File: config.mk
export PLATFORM = sky130hd
export DESIGN_NAME = alu_sequencer
export DESIGN_NICKNAME = d
export VERILOG_FILES = /design/src/rtl/alu_pkg.sv /design/src/rtl/alu_seq_latency.sv /design/src/rtl/alu_sequencer.sv
export SDC_FILE = /design/constraint.sdc
export NUM_CORES = 1
export LEC_CHECK = 0
export ABC_AREA = 1
export BUFFER_PORTS_ARGS = -buffer_cell sky130_fd_sc_hd__buf_2
export CAP_MARGIN = 15
export CORE_MARGIN = 8
export CORE_UTILIZATION = 51
export CTS_CLUSTER_DIAMETER = 200
export DETAILED_ROUTE_END_ITERATION = 10
export PLACE_DENSITY = 0.8
export REMOVE_ABC_BUFFERS = 1
export SYNTH_ARGS = -nofsm -noshare
export SYNTH_HDL_FRONTEND = slang
export SYNTH_SLANG_ARGS = --single-unit
File: constraint.sdc
create_clock -name clk -period 2.3 [get_ports clk]
set_input_delay 0.345 -clock clk [delete_from_list [all_inputs] [get_ports clk]]
set_output_delay 0.345 -clock clk [all_outputs]
set_load 0.005 [all_outputs]
File: src/rtl/alu_pkg.sv
// alu_pkg: opcodes, instruction field positions and sequencer states shared by the ALU slice.
package alu_pkg;
  localparam logic [5:0] OP_MOVI = 6'h00, OP_MOV = 6'h01, OP_ADD = 6'h04, OP_SUB = 6'h05,
                         OP_AND = 6'h06, OP_MUL = 6'h07, OP_DIV = 6'h08, OP_OR = 6'h09,
                         OP_XOR = 6'h0A, OP_NOT = 6'h0B, OP_SHL = 6'h0C, OP_SHR = 6'h0D,
                         OP_ASR = 6'h0E, OP_CMP = 6'h0F, OP_LRSH = 6'h10;
  localparam int OPC_LSB = 26, RD1_LSB = 21, RS1_LSB = 16, RS2_LSB = 11, RD2_LSB = 6;
  typedef enum logic [2:0] {S_IDLE, S_READ, S_EXEC, S_WB_LO, S_WB_HI} state_e;
  function automatic logic [5:0] f_opc(input logic [31:0] c);
    return c[OPC_LSB +: 6];
  endfunction
  function automatic logic [4:0] f_reg(input logic [31:0] c, input int lsb);
    return c[lsb +: 5];
  endfunction
endpackage

File: src/rtl/alu_seq_latency.sv
// alu_seq_latency: combinational opcode decode to execute cycle count, legality and MUL flag.
module alu_seq_latency
  import alu_pkg::*;
#(
  parameter int MUL_CYCLES = 2,
  parameter int DIV_CYCLES = 17
) (
  input  logic [5:0] op,
  output logic [7:0] cycles,
  output logic       legal,
  output logic       is_mul
);
  always_comb begin
    legal = op <= OP_LRSH && op != 6'h02 && op != 6'h03;
    is_mul = op == OP_MUL;
    cycles = is_mul ? 8'(MUL_CYCLES) : op == OP_DIV ? 8'(DIV_CYCLES) : 8'd1;
  end
endmodule

File: src/rtl/alu_sequencer.sv
// alu_sequencer: one-instruction-at-a-time READ/EXEC/write-back controller for the 16-bit ALU.
// Define ALU_SEQ_ILLEGAL_TRAP_EN to trap illegal opcodes instead of executing them.
module alu_sequencer
  import alu_pkg::*;
#(
  parameter int MUL_CYCLES = 2,
  parameter int DIV_CYCLES = 17
) (
  input  logic        clk,
  input  logic        rst_n,
  input  logic        in_valid,
  output logic        in_ready,
  input  logic [31:0] in_code,
  output logic [4:0]  rf_raddr_a,
  output logic [4:0]  rf_raddr_b,
  input  logic [15:0] rf_rdata_a,
  input  logic [15:0] rf_rdata_b,
  output logic        rf_we,
  output logic [4:0]  rf_waddr,
  output logic [15:0] rf_wdata,
  output logic [5:0]  alu_op,
  output logic [15:0] alu_a,
  output logic [15:0] alu_b,
  output logic [15:0] alu_imm,
  input  logic [31:0] alu_result,
  output logic        busy,
  output logic        done,
  output logic        err
);
`ifdef ALU_SEQ_ILLEGAL_TRAP_EN
  localparam bit TRAP_EN = 1'b1;
`else
  localparam bit TRAP_EN = 1'b0;
`endif
  state_e      state_q, state_d;
  logic [31:0] code_q, code_d;
  logic [7:0]  cnt_q, cnt_d;
  logic [5:0]  alu_op_q, alu_op_d;
  logic [15:0] alu_a_q, alu_a_d, alu_b_q, alu_b_d, alu_imm_q, alu_imm_d, rf_wdata_q, rf_wdata_d;
  logic [4:0]  rf_waddr_q, rf_waddr_d;
  logic        rf_we_q, rf_we_d, done_q, done_d, err_q, err_d;
  logic [5:0]  dec_op, cur_op;
  logic [7:0]  cycles;
  logic        legal, is_mul, div0;
  // In IDLE the decoder looks at the incoming word so illegal opcodes can be flagged at acceptance.
  assign cur_op = f_opc(code_q);
  assign dec_op = state_q == S_IDLE ? f_opc(in_code) : cur_op;
  assign div0 = cur_op == OP_DIV && alu_b_q == 16'h0;
  alu_seq_latency #(.MUL_CYCLES(MUL_CYCLES), .DIV_CYCLES(DIV_CYCLES)) u_lat (
    .op(dec_op), .cycles(cycles), .legal(legal), .is_mul(is_mul)
  );
  always_comb begin
    state_d = state_q;
    code_d = code_q;
    cnt_d = cnt_q;
    alu_op_d = alu_op_q;
    alu_a_d = alu_a_q;
    alu_b_d = alu_b_q;
    alu_imm_d = alu_imm_q;
    rf_waddr_d = rf_waddr_q;
    rf_wdata_d = rf_wdata_q;
    rf_we_d = 1'b0;
    done_d = 1'b0;
    err_d = 1'b0;
    case (state_q)
      S_IDLE: if (in_valid) begin
        state_d = S_READ;
        code_d = in_code;
        err_d = TRAP_EN && !legal;
      end
      S_READ: if (TRAP_EN && !legal) state_d = S_IDLE;
      else begin
        state_d = S_EXEC;
        cnt_d = 8'd0;
        alu_a_d = rf_rdata_a;
        alu_b_d = rf_rdata_b;
        alu_op_d = cur_op;
        alu_imm_d = code_q[15:0];
      end
      S_EXEC: if (cnt_q == cycles - 8'd1) begin
        state_d = S_WB_LO;
        cnt_d = 8'd0;
        rf_we_d = 1'b1;
        rf_waddr_d = f_reg(code_q, RD1_LSB);
        rf_wdata_d = cur_op == OP_MOVI ? code_q[15:0] : cur_op == OP_MOV ? alu_a_q :
                     div0 ? 16'hFFFF : alu_result[15:0];
        done_d = !is_mul;
        err_d = div0;
      end else cnt_d = cnt_q + 8'd1;
      S_WB_LO: if (is_mul) begin
        state_d = S_WB_HI;
        rf_we_d = 1'b1;
        rf_waddr_d = f_reg(code_q, RD2_LSB);
        rf_wdata_d = alu_result[31:16];
        done_d = 1'b1;
      end else state_d = S_IDLE;
      default: state_d = S_IDLE;
    endcase
  end
  always_ff @(posedge clk or negedge rst_n) begin
    if (!rst_n) begin
      state_q <= S_IDLE;
      code_q <= '0;
      cnt_q <= '0;
      alu_op_q <= '0;
      alu_a_q <= '0;
      alu_b_q <= '0;
      alu_imm_q <= '0;
      rf_waddr_q <= '0;
      rf_wdata_q <= '0;
      rf_we_q <= 1'b0;
      done_q <= 1'b0;
      err_q <= 1'b0;
    end else begin
      state_q <= state_d;
      code_q <= code_d;
      cnt_q <= cnt_d;
      alu_op_q <= alu_op_d;
      alu_a_q <= alu_a_d;
      alu_b_q <= alu_b_d;
      alu_imm_q <= alu_imm_d;
      rf_waddr_q <= rf_waddr_d;
      rf_wdata_q <= rf_wdata_d;
      rf_we_q <= rf_we_d;
      done_q <= done_d;
      err_q <= err_d;
    end
  end
  assign in_ready = state_q == S_IDLE;
  assign busy = !in_ready;
  assign rf_raddr_a = f_reg(code_q, RS1_LSB);
  assign rf_raddr_b = f_reg(code_q, RS2_LSB);
  assign rf_we = rf_we_q;
  assign rf_waddr = rf_waddr_q;
  assign rf_wdata = rf_wdata_q;
  assign alu_op = alu_op_q;
  assign alu_a = alu_a_q;
  assign alu_b = alu_b_q;
  assign alu_imm = alu_imm_q;
  assign done = done_q;
  assign err = err_q;
endmodule

# ---- Yosys cells after proc, flatten, opt, wreduce, memory -nomap -nowiden
# Index checks and enable logic that the tools add are counted.
dict set report op_classes {
  n_addsub 2
  eq_ne 11
  mux 25
  reduce_logical 11
}
# operator n
set op_table {}
lappend op_table {{16-bit 2-to-1 mux} 5}
lappend op_table {{16-bit one-hot mux with 2 select lines} 1}
lappend op_table {{16-bit logical NOT} 1}
lappend op_table {{8-bit 2-to-1 mux} 2}
lappend op_table {{8-bit one-hot mux with 2 select lines} 1}
lappend op_table {{5-bit 2-to-1 mux} 3}
lappend op_table {{6-bit by 4-bit == test with 1-bit output (second input constant)} 2}
lappend op_table {{3-bit one-hot mux with 4 select lines} 1}
lappend op_table {{5-bit one-hot mux with 2 select lines} 1}
lappend op_table {{3-bit 2-to-1 mux} 3}
lappend op_table {{8-bit by 1-bit adder with 8-bit output (second input constant)} 1}
lappend op_table {{8-bit == test} 1}
lappend op_table {{8-bit by 1-bit subtractor with 8-bit output (second input constant)} 1}
lappend op_table {{3-bit by 2-bit == test with 1-bit output (second input constant)} 2}
lappend op_table {{6-bit by 1-bit == test with 1-bit output (second input constant)} 1}
lappend op_table {{6-bit by 3-bit == test with 1-bit output (second input constant)} 1}
lappend op_table {{6-bit logical NOT} 1}
lappend op_table {{6-bit 2-to-1 mux} 1}
lappend op_table {{2-bit inequality test (second input constant)} 3}
lappend op_table {{1-bit 2-to-1 mux} 5}
lappend op_table {{1-bit one-hot mux with 2 select lines} 2}
lappend op_table {{2-bit AND reduction} 2}
lappend op_table {{2-bit nonzero test} 2}
lappend op_table {{3-bit by 1-bit == test with 1-bit output (second input constant)} 1}
lappend op_table {{4 further kinds} 5}
dict set report word_totals {
  reg_bits 121
  in_bits 99
  out_inout_bits 90
  wordCells 61
}

# ---- Longest topological paths before layout
# Gate-level depths: netlist of the first run.
dict set report depth {
  ltp_word 9
  depth_mapped 14
  depth_no_buf 13
}

# ---- Modules after synthesis
# A second synthesis of the first run with hierarchy kept.
dict set report unflattened {
  cells_unflattened 782
  hier_area_um2 6177.2
}
# mod n_inst cells_per_inst area_per_inst_um2 seq_area_each_um2
set by_module_without_submodules {}
lappend by_module_without_submodules {alu_sequencer 1 757 6045.8 3027.9}
lappend by_module_without_submodules {alu_seq_latency 1 25 131.4 0.0}

# ---- Worst setup path before layout of the first run
# No wires, ideal clock.
dict set report synth_path {
  path_type {flip-flop to flip-flop}
  from {reg state_q[0]}
  to {reg rf_waddr_q[0] (netlist: rf_waddr[0])}
  setup_time_ns 0.117
  arrival_ns 1.693
  t_required_ns 2.183
  slack_ns 0.490
  stages_incl_launch_ff 13
  n_path_buf 2
  period_less_slack_ns 1.810
  cell_sequence {dfrtp_1 > nor2_4 > nand2_2 > buf_4 > o21ai_1 > nand2_1 > o21bai_1 > nand2_1 > nand3_1 > nand2_2 > buf_4 > nand3_1 > nand2_1}
}
dict set report synth_between {
  elab_chain_cells 9
  word_cells_on_any_way 15
  classes_between {add/sub: 1; eq/ne: 7; mux: 4; reduce/logical: 3}
}
# item line_no
set synth_rtl {}
lappend synth_rtl {{from (decl)} alu_sequencer.sv:35} ;# state_e state_q, state_d;
lappend synth_rtl {{from (signal assigned)} alu_sequencer.sv:115} ;# state_q <= state_d;
lappend synth_rtl {{3-bit logical NOT} alu_sequencer.sv:47} ;# assign dec_op = state_q == S_IDLE ? f_opc(in_code) : cur_op;
lappend synth_rtl {{6-bit 2-to-1 mux} alu_sequencer.sv:47}
lappend synth_rtl {{6-bit by 4-bit == test with 1-bit output} alu_seq_latency.sv:16} ;# cycles = is_mul ? 8'(MUL_CYCLES) : op == OP_DIV ? 8'(DIV_CYCLES) : 8'd1;
lappend synth_rtl {{5-bit 2-to-1 mux} alu_seq_latency.sv:16}
lappend synth_rtl {{8-bit 2-to-1 mux} alu_seq_latency.sv:16}
lappend synth_rtl {{8-bit by 1-bit subtractor with 8-bit output} alu_sequencer.sv:80} ;# S_EXEC: if (cnt_q == cycles - 8'd1) begin
lappend synth_rtl {{8-bit == test} alu_sequencer.sv:80}
lappend synth_rtl {{2-bit inequality test (no line)} n/a}
lappend synth_rtl {{3-bit AND reduction (no line)} n/a}
lappend synth_rtl {{to (signal assigned)} alu_sequencer.sv:122} ;# rf_waddr_q <= rf_waddr_d;
lappend synth_rtl {{to (decl)} alu_sequencer.sv:40} ;# logic [4:0] rf_waddr_q, rf_waddr_d;
# Parallel ways exist; a longest one is shown, timed or not.
# A chain may end at the register's enable or synchronous reset.

# ---- Worst setup path after layout of the first run
dict set report layout_path {
  from {reg state_q[2]}
  to {reg rf_waddr_q[3] (netlist: rf_waddr[3])}
}
# Same word-level chain as after synthesis.

==> flow_summary.json, run 1 <==
{
  "final_critical_path_setup_slack_ns": 0.2558,
  "timing.critical_path.mode_cell": "sky130_fd_sc_hd__nand2_1",
  "cts_max_level": 4,
  "synth_xor_area_share_pct": 0.9009,
  "post_route_cells_drive_above_1_share_pct": 32.18,
  "critPathArrivalTime_ns": 2.39,
  "number_of_register_bits_inferred_by_synthesis": 121,
  "worst_clock_skew_ns": 0.01017,
  "r2r_end": "rf_waddr[3]$_DFFE_PN0P_",
  "first_pass_grt_wire_length_mm": 26.25,
  "critical_path.endpoint_type": "flip-flop",
  "drt_pass1_iterations": 4,
  "postRouteAntennaNets": 0,
  "post_synth_fa_ha_maj_area_fraction_pct": 0.2145,
  "postRouteWirelength_mm": 16.73,
  "yosysWarnings": 0,
  "clock_latency_on_the_worst_skew_pair_ns": 0.41,
  "whs_path_depth": 2,
  "power.density_nw_per_um2": 1406,
  "core.rowCount": 39,
  "synth_seq_area_share_pct": 51.91,
  "num-fill-cells": 948,
  "initialDrtViolationCount": 269,
  "timing.critical_path.from": "state_q[2]$_DFFE_PN0P_",
  "report.final.hold_viol_count": 0,
  "post-route-drc-count": 0,
  "crit_path_top_delay_cell": "sky130_fd_sc_hd__dfrtp_1",
  "synth_simple_gate_area_share_pct": 24.77,
  "worstPathMaxFanout": 25,
  "numClockSinks": 121,
  "die_height_um": 122.9,
  "post_route_fraction_of_the_period_consumed_by_the_critical_path_pct": 88.88,
  "unrepaired_setup_endpoints_after_global_routing": "false",
  "post_synth_mux_area_share_pct": 8.108,
  "root_buffer_cell": "sky130_fd_sc_hd__clkbuf_16",
  "start_util_pct": 51.75,
  "timing.setup.tns_ns": 0,
  "grt_pass1_vias": 5324,
  "detailed_place_hpwl_mm": 11.66,
  "grt_start_max_net_pins": 51,
  "place_congestion": 0.9117,
  "wire_per_inst_um": 16.07,
  "vdd_ir_drop_max_v": 0.0009113,
  "start_kind": "flip-flop",
  "areaGrowthSynthToFinish_pct": 29.73,
  "grt_antenna_before_repair": 0,
  "path_clk_slew_ns": 0.05,
  "cts-root-to-sink-buffers": 2,
  "tritoncts_clock_tree": "yes",
  "worst_hold_startpoint": "in_code[23]",
  "portBuffers": 188,
  "timing.fmax_mhz": 489.2,
  "synthDistinctLibCells": 29,
  "grt.total_usage_pct": 22.42,
  "cp.required_ns": 2.65,
  "final.min_clock_period_ns": 2.044,
  "slew_violations": 0,
  "synthCells": 700,
  "cp_slowest_stage_delay_ns": 0.44,
  "worst_r2r_startpoint": "state_q[2]$_DFFE_PN0P_",
  "floorplan.die_area_sq_um": 15120,
  "crit_type": "flip-flop to flip-flop",
  "antenna_cells_inserted": 0,
  "reg2reg_slack_ns": 0.26,
  "avg_cell_area_syn_sq_um": 8.333,
  "largest_family_of_logic_cells_by_synthesized_area": "simple AND/OR/NAND/NOR gates",
  "vias_per_cell": 5.032,
  "synthesized_area_fraction_occupied_by_ao_oa_aoi_and_oai_cells_pct": 5.577,
  "holdPathEnd": "code_q[23]$_DFFE_PN0P_",
  "slew-limit-headroom_pct": 60.46,
  "setup-violations-final": 0,
  "io_pins": 189,
  "detailedPlace.worstSlack_ns": 0.1746,
  "drv.max_cap_violation_count": 0,
  "vias": 5238,
  "timing.reg2reg.worst_path_depth": 11,
  "synthesis.area_sq_um": 5833,
  "cts-buffers-inserted": 17,
  "worstMarginPinSlew_ns": 0.5910,
  "power_leakage_uw": 0.004179,
  "die_width_um": 122.9,
  "hp-class": "input pin to flip-flop",
  "run_status": "completed",
  "post_layout_net_count": 986,
  "coreArea_sq_um": 11270,
  "globalRoute.totalOverflow": 0,
  "path_cells": "nor2_4, buf_4, nand3_1, nand2_1, nand2_1, o21bai_1, nand2_1, nand4_2, buf_4, nand3_1, nand2_1"
}
-- synth_stat cells, drive strengths merged --
| library cell | count | share of area, % |
|---|---|---|
| xnor2 | 1 | 0.15 |
| clkbuf | 16 | 1.0 |
| ha | 1 | 0.21 |
| xor2 | 5 | 0.75 |
| nor3 | 5 | 0.43 |
| a21oi | 20 | 1.7 |
| o22ai | 4 | 0.43 |
| nand3 | 60 | 5.1 |
| nand4 | 2 | 0.32 |
| or2 | 1 | 0.11 |
| buf | 26 | 2.8 |
| nand2 | 214 | 14 |
| o21ai | 36 | 3.1 |
| mux2 | 42 | 8.1 |
| a211oi | 1 | 0.21 |
| nand3b | 1 | 0.13 |
| nor4 | 1 | 0.21 |
| nor2 | 69 | 4.6 |
| dfrtp | 121 | 52 |
| inv | 73 | 4.7 |
| o21bai | 1 | 0.13 |
-- cell families after synthesis --
logic type,Yosys count
simple gates,353
flops,121
buf+inv,115
compound gates,62
mux,42
xor+xnor,6
fa+ha+maj,1
-- metrics by stage --
stage / instance area (sq um) / utilization, % / hold slack (ns) / power (uW) / std cells
floorplan: 5610 / - / 0.04941 / 6046 / 658
global placement: 6914 / 61.34 / 0.3765 / 7745 / 1004
detailed placement: 6914 / 61.34 / 0.3777 / 7901 / 1004
CTS: 7496 / 66.50 / 0.1335 / 10540 / 1036
global route: 7567 / 67.13 / 0.1362 / 11420 / 1041
finish: 7567 / 67.13 / 0.1513 / 10640 / 1041
-- report_power, final --
group | internal, uW | switching (uW)
Sequential | 3170 | 676
Clock | 1660 | 917
Combinational | 1840 | 2370
-- worst max-delay path: cells and delay by family, from the launching register on --
| kind | cells | cell delay [ns] |
|---|---|---|
| AO/OA/AOI/OAI | 1 | 0.16 |
| buffers and inverters | 2 | 0.43 |
| flip-flops | 1 | 0.44 |
| AND/OR/NAND/NOR | 8 | 0.96 |
-- worst max-delay path by stage --
stage,end,slack (ns)
2_1_floorplan,cnt_q[0]$_DFFE_PN0N_,-0.60
3_3_place_gp,rf_waddr[0]$_DFFE_PN0P_,0.27
3_5_place_dp,rf_wdata[2]$_DFFE_PN0P_,0.17
4_1_cts,rf_wdata[14]$_DFFE_PN0P_,0.14
5_1_grt,rf_wdata[2]$_DFFE_PN0P_,0.05
6_report,rf_waddr[3]$_DFFE_PN0P_,0.26
-- cell type report --
cell class	count	area, sq um	area share, %
Sequential cell	121	3028	40.01
Multi-Input combinational cell	467	2396	31.66
Timing Repair Buffer	206	1119	14.78
Clock buffer	22	474.2	6.267
Inverter	73	274.0	3.621
Tap cell	143	178.9	2.364
Clock inverter	9	97.59	1.290
-- state kept, by name, summed over array words and instances (netlist names) --
signal,count
code_q,32
done,1
cnt_q,8
state_q,3
rf_wdata,16
rf_we,1
err,1
alu_op,6
alu_b,16
alu_imm,16
rf_waddr,5
alu_a,16
-- cell usage in the layout (no fill, tap or decap), types with 2 or more instances in the layout --
master,n
sky130_fd_sc_hd__mux2_2,39
sky130_fd_sc_hd__nand3_4,2
sky130_fd_sc_hd__bufinv_16,2
sky130_fd_sc_hd__inv_2,3
sky130_fd_sc_hd__a21oi_1,20
sky130_fd_sc_hd__clkinv_2,6
sky130_fd_sc_hd__buf_12,3
sky130_fd_sc_hd__clkbuf_8,3
sky130_fd_sc_hd__o21ai_0,30
sky130_fd_sc_hd__nand2_1,211
sky130_fd_sc_hd__buf_4,15
sky130_fd_sc_hd__clkbuf_1,2
sky130_fd_sc_hd__dfrtp_1,121
sky130_fd_sc_hd__inv_1,70
sky130_fd_sc_hd__o21ai_1,6
sky130_fd_sc_hd__nand2_4,5
sky130_fd_sc_hd__nor2_1,68
sky130_fd_sc_hd__buf_2,187
sky130_fd_sc_hd__mux2_1,3
sky130_fd_sc_hd__xor2_1,5
sky130_fd_sc_hd__o22ai_1,4
sky130_fd_sc_hd__nor3_1,5
sky130_fd_sc_hd__nand3_1,58
sky130_fd_sc_hd__clkbuf_16,17
-- what timing repair did --
| action | in CTS | in global routing |
|---|---|---|
| resized for setup | 0 | 7 |
| endpoints found under the hold margin | 41 | 0 |
| buffers inserted | 0 | 2 |
| setup endpoints to repair | 0 | 24 |
| hold buffers | 1 | 0 |
-- routing by layer --
| metal | wire, um | vias to the layer above | share of wire [%] | global-route usage, % |
|---|---|---|---|---|
| li1 | - | 2572 | - | - |
| met4 | 414 | 0 | 2.5 | 10.43 |
| met1 | 6501 | 2447 | 39 | 25.11 |
| met3 | 1411 | 34 | 8.4 | 8.037 |
| met5 | 0 | - | 0 | 0 |
| met2 | 8403 | 185 | 50 | 37.65 |
Power figures use the tool's default switching activity.
==> inputs of run 2 (changes only) <==
--- a/config.mk
+++ b/config.mk
@@ -9,11 +9,12 @@
 export BUFFER_PORTS_ARGS = -buffer_cell sky130_fd_sc_hd__buf_2
 export CAP_MARGIN = 15
 export CORE_MARGIN = 8
-export CORE_UTILIZATION = 51
+export CORE_UTILIZATION = 50
 export CTS_CLUSTER_DIAMETER = 200
 export DETAILED_ROUTE_END_ITERATION = 10
-export PLACE_DENSITY = 0.8
+export PLACE_DENSITY = 0.79
 export REMOVE_ABC_BUFFERS = 1
+export SLEW_MARGIN = 20
 export SYNTH_ARGS = -nofsm -noshare
 export SYNTH_HDL_FRONTEND = slang
 export SYNTH_SLANG_ARGS = --single-unit
==> run 2 against run 1 <==
  * Final cell count down 0.48%
  * Flip-flop and latch count unchanged
  * Largest power group unchanged
  * Largest cell class unchanged
  * Core utilization down 1.8 points
  * Sequential power about the same
  * Non-clock buffer count up 1
  * Power down 4.9%
==> flow_summary.json, run 2 (synthesis gave the netlist of run 1 again) <==
{
  "reg2reg_slack_ns": 0.24,
  "postRouteWirelength_mm": 15.46,
  "vias_per_cell": 4.975,
  "final.min_clock_period_ns": 2.059,
  "cts_setup_buffers": 0,
  "worst_clock_skew_ns": 0.008719,
  "globalRoute.totalOverflow": 0,
  "cp.required_ns": 2.64,
  "final_common_cell": "sky130_fd_sc_hd__nand2_1",
  "cts_max_level": 4,
  "drv.max_cap_violation_count": 0,
  "tritoncts_clock_tree": "yes",
  "worstPathMaxFanout": 21,
  "final_cells": 1036,
  "wire_per_inst_um": 14.92,
  "grt_start_max_net_pins": 46,
  "start_kind": "flip-flop",
  "first_pass_grt_wire_length_mm": 25.07,
  "portBuffers": 188,
  "die_width_um": 124.0,
  "setup-violations-final": 0,
  "place_congestion": 0.8391,
  "coreArea_sq_um": 11420,
  "vdd_ir_drop_max_v": 0.0008912,
  "crit_type": "flip-flop to flip-flop",
  "clock_latency_on_the_worst_skew_pair_ns": 0.41,
  "slew-limit-headroom_pct": 62.19,
  "critical_path.endpoint_type": "flip-flop",
  "worst_hold_startpoint": "in_code[24]",
  "final_critical_path_setup_slack_ns": 0.2406,
  "power_leakage_uw": 0.004121,
  "report.final.hold_viol_count": 0,
  "grt_antenna_before_repair": 0,
  "timing.fmax_mhz": 485.6,
  "grt_pass1_vias": 5186,
  "detailed_place_hpwl_mm": 11.54,
  "post_route_fraction_of_the_period_consumed_by_the_critical_path_pct": 89.54,
  "grt.total_usage_pct": 21.08,
  "antenna_cells_inserted": 0,
  "run_status": "completed",
  "path_clk_slew_ns": 0.05,
  "vias": 5154,
  "areaGrowthSynthToFinish_pct": 27.91,
  "numClockSinks": 121,
  "r2r_end": "rf_waddr[3]$_DFFE_PN0P_",
  "core.rowCount": 39,
  "layout_common_cells": "sky130_fd_sc_hd__nand2_1 (211), sky130_fd_sc_hd__buf_2 (187), sky130_fd_sc_hd__dfrtp_1 (120)",
  "post_route_cells_drive_above_1_share_pct": 31.47,
  "cts-root-to-sink-buffers": 2,
  "placedCellCount": 1007,
  "power.density_nw_per_um2": 1357,
  "unrepaired_setup_endpoints_after_global_routing": "false",
  "detailedPlace.worstSlack_ns": 0.1141,
  "timing.setup.tns_ns": 0,
  "worst_r2r_startpoint": "state_q[0]$_DFFE_PN0P_",
  "drt_pass1_iterations": 4,
  "top_register": "code_q",
  "cts-buffers-inserted": 17,
  "worstMarginPinSlew_ns": 0.5651,
  "post_layout_net_count": 984,
  "postRouteAntennaNets": 0,
  "whs_path_depth": 2,
  "holdPathEnd": "code_q[24]$_DFFE_PN0P_",
  "slew_violations": 0,
  "root_buffer_cell": "sky130_fd_sc_hd__clkbuf_16",
  "io_pins": 189,
  "largest_reg_flops": 32,
  "post-route-drc-count": 0,
  "initialDrtViolationCount": 443,
  "die_height_um": 124.0,
  "start_util_pct": 51.08,
  "floorplan.die_area_sq_um": 15380,
  "timing.reg2reg.worst_path_depth": 10,
  "critPathArrivalTime_ns": 2.40,
  "hp-class": "input pin to flip-flop"
}
==> run 2: cell types whose count changed in the layout (fill, tap and decap cells not counted), sizes merged <==
| cell | previous run | this run |
|---|---|---|
| buf | 205 | 206 |
| clkinv | 6 | 4 |
| nand2 | 217 | 214 |
| clkbuf | 22 | 23 |
| bufinv | 2 | 1 |
| clkinvlp | 1 | 0 |
==> run 2: where the power goes <==
part	switching (uW)	internal (uW)
logic	2180	1780
registers	652	3170
clock network	854	1480
==> run 2: repair_timing <==
item                                    in CTS  in global routing
endpoints found under the setup margin       0                 24
endpoints found under the hold margin       39                  0
resized for setup                            0                  2
hold buffers                                 1                  0
==> run 2: cell type report <==
type                       instances  area, sq um
inverter                          73        274.0
tap                              143        178.9
fill                             991         3958
multi-input combinational        464         2345
clock inverter                     5        50.05
sequential                       121         3029
timing repair buffer             207         1126
clock buffer                      23        457.9
==> run 2: how the worst max path moves through the flow <==
stage                           start                      end  slack (ns)  depth (start not counted)
2_1_floorplan  state_q[1]$_DFFE_PN0P_     cnt_q[0]$_DFFE_PN0N_       -0.60                          6
3_3_place_gp   state_q[0]$_DFFE_PN0P_  rf_wdata[1]$_DFFE_PN0P_        0.21                         13
3_5_place_dp   state_q[0]$_DFFE_PN0P_  rf_waddr[3]$_DFFE_PN0P_        0.11                         13
4_1_cts        state_q[0]$_DFFE_PN0P_  rf_waddr[0]$_DFFE_PN0P_        0.10                         13
5_1_grt        state_q[0]$_DFFE_PN0P_  rf_wdata[1]$_DFFE_PN0P_       0.007                         10
6_report       state_q[0]$_DFFE_PN0P_  rf_waddr[3]$_DFFE_PN0P_        0.24                         10
==> run 2: metrics by stage <==
step	area, sq um	power, uW	hold WS [ns]	util, %
2_1_floorplan	5610	6046	0.04941	-
3_3_place_gp	6937	7716	0.3666	60.75
3_5_place_dp	6937	7838	0.3709	60.75
4_1_cts	7455	10230	0.1257	65.29
5_1_grt	7461	10940	0.1414	65.34
6_report	7461	10120	0.1440	65.34
==> run 2: worst max-delay path: stages (launching register included) <==
cell,delay (ns)
sky130_fd_sc_hd__dfrtp_2,0.47
sky130_fd_sc_hd__nor2_4,0.21
sky130_fd_sc_hd__nand2_2,0.18
sky130_fd_sc_hd__nand2_1,0.10
sky130_fd_sc_hd__nand2_1,0.06
sky130_fd_sc_hd__nor2_1,0.13
sky130_fd_sc_hd__nand2_1,0.14
sky130_fd_sc_hd__a211oi_4,0.22
sky130_fd_sc_hd__buf_4,0.28
sky130_fd_sc_hd__nand3_1,0.12
sky130_fd_sc_hd__nand2_1,0.07
==> run 2: per-layer routing <==
layer / wire (um) / share of wire (%) / global-route usage, % / vias up
met2: 7519 / 49 / 34.92 / 166
met5: 0 / 0 / 0 / -
met4: 320 / 2.1 / 9.368 / 0
met1: 6217 / 40 / 23.68 / 2403
met3: 1398 / 9.0 / 8.341 / 25
li1: - / - / - / 2560
